==> src/rtl/q_control_if.sv <==
// Lane signal bundle between the lane equipment and the barrier controller.
// master = sensors/payment terminal side, slave = controller side.
interface q_control_if;
    logic DCE;
    logic POK;
    logic PNOK;
    logic DCS;
    logic Me;
    logic Ms;
    logic Lok;
    logic Lnok;

    modport master (
        output DCE,
        output POK,
        output PNOK,
        output DCS,
        input  Me,
        input  Ms,
        input  Lok,
        input  Lnok
    );

    modport slave (
        input  DCE,
        input  POK,
        input  PNOK,
        input  DCS,
        output Me,
        output Ms,
        output Lok,
        output Lnok
    );
endinterface

==> src/rtl/q_control.sv <==
// Boom-gate controller for a paid entry lane.
// Moore FSM: payment verdict raises the barrier, exit clearance lowers it.
module q_control #(
    parameter int RAISE_CYCLES = 2,
    parameter int LOWER_CYCLES = 2
) (
    input logic   CLK,
    input logic   RST,
    q_control_if.slave bus
);
    localparam int MAX_CYC =
        (RAISE_CYCLES > LOWER_CYCLES) ? RAISE_CYCLES : LOWER_CYCLES;
    localparam int CW = $clog2(MAX_CYC) + 1;

    localparam logic [CW-1:0] RAISE_LAST = CW'(RAISE_CYCLES - 1);
    localparam logic [CW-1:0] LOWER_LAST = CW'(LOWER_CYCLES - 1);
    localparam logic [CW-1:0] CNT_ONE    = CW'(1);

    typedef enum logic [2:0] {
        IDLE,
        WAIT_PAY,
        REJECT,
        RAISING,
        OPEN,
        LOWERING
    } state_t;

    state_t        state;
    state_t        state_nx;
    logic [CW-1:0] cnt;
    logic [CW-1:0] cnt_nx;
    logic          passed;
    logic          passed_nx;

    always_ff @(posedge CLK) begin
        if (!RST) begin
            state  <= IDLE;
            cnt    <= '0;
            passed <= 1'b0;
        end else begin
            state  <= state_nx;
            cnt    <= cnt_nx;
            passed <= passed_nx;
        end
    end

    always_comb begin
        state_nx  = state;
        cnt_nx    = cnt;
        passed_nx = passed;
        unique case (state)
            IDLE: begin
                if (bus.DCE)
                    state_nx = WAIT_PAY;
            end
            WAIT_PAY: begin
                if (!bus.DCE) begin
                    state_nx = IDLE;
                end else if (bus.PNOK) begin
                    state_nx = REJECT;
                end else if (bus.POK) begin
                    state_nx = RAISING;
                    cnt_nx   = '0;
                end
            end
            REJECT: begin
                if (bus.POK && !bus.PNOK) begin
                    state_nx = RAISING;
                    cnt_nx   = '0;
                end else if (!bus.DCE) begin
                    state_nx = IDLE;
                end
            end
            RAISING: begin
                if (bus.DCS)
                    passed_nx = 1'b1;
                if (cnt == RAISE_LAST)
                    state_nx = OPEN;
                else
                    cnt_nx = cnt + CNT_ONE;
            end
            OPEN: begin
                // leave only once the vehicle was seen and has fully cleared
                if (passed && !bus.DCS) begin
                    state_nx  = LOWERING;
                    cnt_nx    = '0;
                    passed_nx = 1'b0;
                end else if (bus.DCS) begin
                    passed_nx = 1'b1;
                end
            end
            LOWERING: begin
                if (bus.DCS) begin
                    state_nx = RAISING;
                    cnt_nx   = '0;
                end else if (cnt == LOWER_LAST) begin
                    state_nx = IDLE;
                end else begin
                    cnt_nx = cnt + CNT_ONE;
                end
            end
            default: begin
                state_nx  = IDLE;
                cnt_nx    = '0;
                passed_nx = 1'b0;
            end
        endcase
    end

    always_comb begin
        bus.Me   = 1'b0;
        bus.Ms   = 1'b0;
        bus.Lok  = 1'b0;
        bus.Lnok = 1'b0;
        unique case (1'b1)
            (state == REJECT):   bus.Lnok = 1'b1;
            (state == RAISING): begin
                bus.Me  = 1'b1;
                bus.Lok = 1'b1;
            end
            (state == OPEN):     bus.Lok = 1'b1;
            (state == LOWERING): bus.Ms  = 1'b1;
            default: ;
        endcase
    end
endmodule

==> src/flat_wrapper.sv <==
// flat-port wrapper written by rule: the top's interface ports become plain ports
module q_control_flat 
#(
    parameter int RAISE_CYCLES = 2,
    parameter int LOWER_CYCLES = 2
)
  (CLK, RST, bus_DCE, bus_POK, bus_PNOK, bus_DCS, bus_Me, bus_Ms, bus_Lok, bus_Lnok);
  q_control_if bus_i ();
  input logic CLK;
  input logic RST;
  input wire logic [$bits(bus_i.DCE)-1:0] bus_DCE;
  input wire logic [$bits(bus_i.POK)-1:0] bus_POK;
  input wire logic [$bits(bus_i.PNOK)-1:0] bus_PNOK;
  input wire logic [$bits(bus_i.DCS)-1:0] bus_DCS;
  output wire logic [$bits(bus_i.Me)-1:0] bus_Me;
  output wire logic [$bits(bus_i.Ms)-1:0] bus_Ms;
  output wire logic [$bits(bus_i.Lok)-1:0] bus_Lok;
  output wire logic [$bits(bus_i.Lnok)-1:0] bus_Lnok;
  assign bus_i.DCE = bus_DCE;
  assign bus_i.POK = bus_POK;
  assign bus_i.PNOK = bus_PNOK;
  assign bus_i.DCS = bus_DCS;
  assign bus_Me = bus_i.Me;
  assign bus_Ms = bus_i.Ms;
  assign bus_Lok = bus_i.Lok;
  assign bus_Lnok = bus_i.Lnok;
  q_control #(.RAISE_CYCLES(RAISE_CYCLES), .LOWER_CYCLES(LOWER_CYCLES)) u_core (.CLK(CLK), .RST(RST), .bus(bus_i));
endmodule
==> config.mk <==
export PLATFORM = sky130hd
export DESIGN_NAME = q_control_flat
export DESIGN_NICKNAME = d
export VERILOG_FILES = /design/src/rtl/q_control_if.sv /design/src/rtl/q_control.sv /design/src/flat_wrapper.sv
export SDC_FILE = /design/constraint.sdc
export NUM_CORES = 1
export LEC_CHECK = 0
export ABC_CLOCK_PERIOD_IN_PS = 2820
export BUFFER_PORTS_ARGS = -buffer_cell sky130_fd_sc_hd__clkbuf_2
export CAP_MARGIN = 20
export CORE_AREA = 2 2 39 41
export DETAILED_ROUTE_END_ITERATION = 16
export DIE_AREA = 0 0 41 43
export SETUP_SLACK_MARGIN = 0.4
export SLEW_MARGIN = 20
export SYNTH_ARGS = -nofsm -noshare
export SYNTH_HDL_FRONTEND = slang
export SYNTH_SLANG_ARGS = --single-unit
==> constraint.sdc <==
create_clock -name CLK -period 2.82 [get_ports CLK]
set_input_delay 0.141 -clock CLK [delete_from_list [all_inputs] [get_ports CLK]]
set_output_delay 0.141 -clock CLK [all_outputs]
set_load 0.02 [all_outputs]
==> impl_results.md <==
* DR vias/cell at 5.390
* Slew headroom at 75.98%
* Startpoint types: register
* CP peak stage delay at 530 ps
* CTS Buf Count at 3
* CP max FO at 13
* Avg WL per Cell at 12.49 um
* Max VDD drop at 0.2173 mV
* Initial antenna violation count at 0
* WHS at 173.7 ps
* WL final at 1.024 mm
* Syn. warnings at 0
* FP Rows at 14
* TritonCTS clock tree: built
* Synth Cell Area at 457.9 um2
* Total Die Area at 0.001763 mm2
* Pin count of the biggest net entering global routing at 14
* Post-route antenna net violation count at 0
* Critical path type: register to primary output
* Worst clock skew at 0.7013 ps
* Top Ports at 10
* Hold_buf cts at 0
* Total setup buffers inserted after CTS at 0
* Number of buffers added on ports at 9
* Max Cap Viol at 0
* DPL Wire Length at 779.8 um
* Crit share post-route at 57.42%
* Final routed DRC violation total at 0
* Yosys reg bits at 6
* Diodes inserted at 0
* Worst-margin pin slew at 359.9 ps
* Global route total overflow at 0
* H-tree depth at 1
* Arrival time worst endpoint at 1480 ps
* CP Launch Point: u_core.state[2]$_SDFFE_PN0P_
* Vias in the first global route at 386
* Post-CTS sizing at 0
* Detailed Route Iter0 Violations at 4
* Syn_area_per_cell at 8.326 um2
* Via count at 442
* First-pass GRT wire length at 1.580 mm
* CP delay by family, top: flip-flops
* Placed cells at 79
* Sequential area share after synthesis at 26.23%
* Syn nets at 61
* PD cells at 405.0 mW/mm2
* Insertion delay to the later sink of the worst-skew pair at 240 ps
* Reg-to-reg startpoint: u_core.state[2]$_SDFFE_PN0P_
* Final core occ at 38.88%
* Setup-failing EPs final at 0
* P&R area growth vs syn at 17.49%
* Die X at 41 um
* Run status: finished, final reports clean
* Crit path required time at 2680 ps
* Final Hold Viols at 0
* Cells after Synth at 55
* Setup TNS at 0 ps
* Core area at 0.001384 mm2
* Layout cell share with drive strength beyond 1 at 27.27%
* TritonCTS Sinks at 6
* Crit. End Element: primary output
* Layout Nets at 74
* Root Buffer: clkbuf_4
* Pre-Repair DR Iteration Count at 4
* LEAKAGE at 0.0002244 uW
* Fmax at 617.6 MHz
* Clock-pin slew on the worst setup and hold paths at 50 ps
* Worst path bufs/invs at 1
* Slowest cell on the critical path: dfxtp_1
* Final RePlAce weighted congestion at 0.7322
* Hold Startpoint: RST
* RSZ-0062 raised after global routing: false
* Worst Hold Class: primary input to register
* Crit-path cells: and2b_1 -> a22o_2 -> clkbuf_2
* Die Y at 43 um
* Synth unique cells at 31
* Slew Limit Fails at 0
* Post-route minimum period at 1619 ps
* Initial core utilization at 33.09%
* Global-route usage over all layers at 12.85%
* Post-Layout Cell Count at 82
* Maximum root-to-sink buffer count at 2
-- layer usage --
metal  vias up  track usage (%)  wire length, um
met3         0            4.712               32
met5         -                0                0
met2         7            20.63              523
li1        224                -                -
met1       211            16.08              467
met4         0            2.000                0
-- Yosys cell counts, drive strengths merged --
library cell / n / share of area [%]
a211o: 1 / 1.9
a21bo: 1 / 2.2
a21boi: 1 / 1.6
a21o: 1 / 1.6
a21oi: 3 / 3.3
a221o: 1 / 2.2
a221oi: 1 / 3.3
a22o: 2 / 4.1
a22oi: 1 / 1.6
a2bb2oi: 2 / 7.7
a31oi: 1 / 1.4
and2: 2 / 3.3
and2b: 1 / 1.6
buf: 1 / 1.6
dfxtp: 6 / 26
inv: 3 / 2.5
mux2i: 2 / 4.4
nand2: 6 / 4.9
nand2b: 3 / 4.1
nand3b: 2 / 3.3
nor2: 4 / 3.3
nor2b: 3 / 4.1
nor3: 1 / 1.1
nor3b: 1 / 1.6
o211ai: 1 / 1.6
o21ai: 2 / 2.2
o31ai: 1 / 1.6
or2b: 1 / 1.6
-- power by group --
part / internal, uW / leakage (uW) / switching, uW
sequential: 87.7 / 0.0000487 / 5.16
combinational: 20.4 / 0.000162 / 24.0
clock: 48.2 / 0.0000138 / 32.4
total: 156 / 0.000224 / 61.5
-- area by class of cell --
type	instances	area (um2)
Fill cell	149	845.8
Multi-Input combinational cell	45	319.1
Sequential cell	6	120.1
Timing Repair Buffer	9	45.04
Clock buffer	3	22.52
Tap cell	16	20.02
Inverter	3	11.26
-- cell usage in the layout (no fill, tap or decap), drive strengths merged, types with 2 or more instances in the layout --
cell type	instances
a2bb2oi	2
nand2b	3
nand2	6
mux2i	2
a21oi	3
clkbuf	12
dfxtp	6
nand3b	2
nor2	4
nor2b	3
a22o	2
o21ai	2
and2	2
inv	3
-- metrics by stage --
stage	cell area, um2	total power [uW]	setup slack [ps]
after global routing	538.0	224.9	1101
after CTS	538.0	220.2	1208
after global placement	515.5	138.3	1295
after detailed placement	515.5	138.5	1242
final	538.0	217.9	1201
after floorplan	457.9	125.1	1549
-- registers in the layout, summed over array words and instances, names as in the netlist --
signal,cells
u_core.state,3
u_core.cnt,2
u_core.passed,1
-- final timing paths --
path                            cells past startpoint  slack, ps                           end
worst max register to register                      4       1210  u_core.state[1]$_SDFFE_PN0P_
worst max-delay path                                3       1200                       bus_Lok
worst min register to register                      2        450    u_core.cnt[1]$_SDFFE_PN0P_
worst min-delay path                                3        170    u_core.cnt[1]$_SDFFE_PN0P_
-- cell families (layout without fill, tap and decap cells) --
family,count (synthesis),after routing,synth area share (%)
AND/OR/NAND/NOR,24,24,28.96
AO/OA/AOI/OAI,19,19,36.34
flip-flops,6,6,26.23
buffers and inverters,4,15,4.099
multiplexers,2,2,4.372
-- worst min-delay path, delay by kind of cell --
| family | cells | cell delay [ps] |
|---|---|---|
| buf+inv | 1 | 120 |
| simple gates | 1 | 70 |
| compound gates | 1 | 30 |
Note: power is estimated with default switching activity, not from simulation.
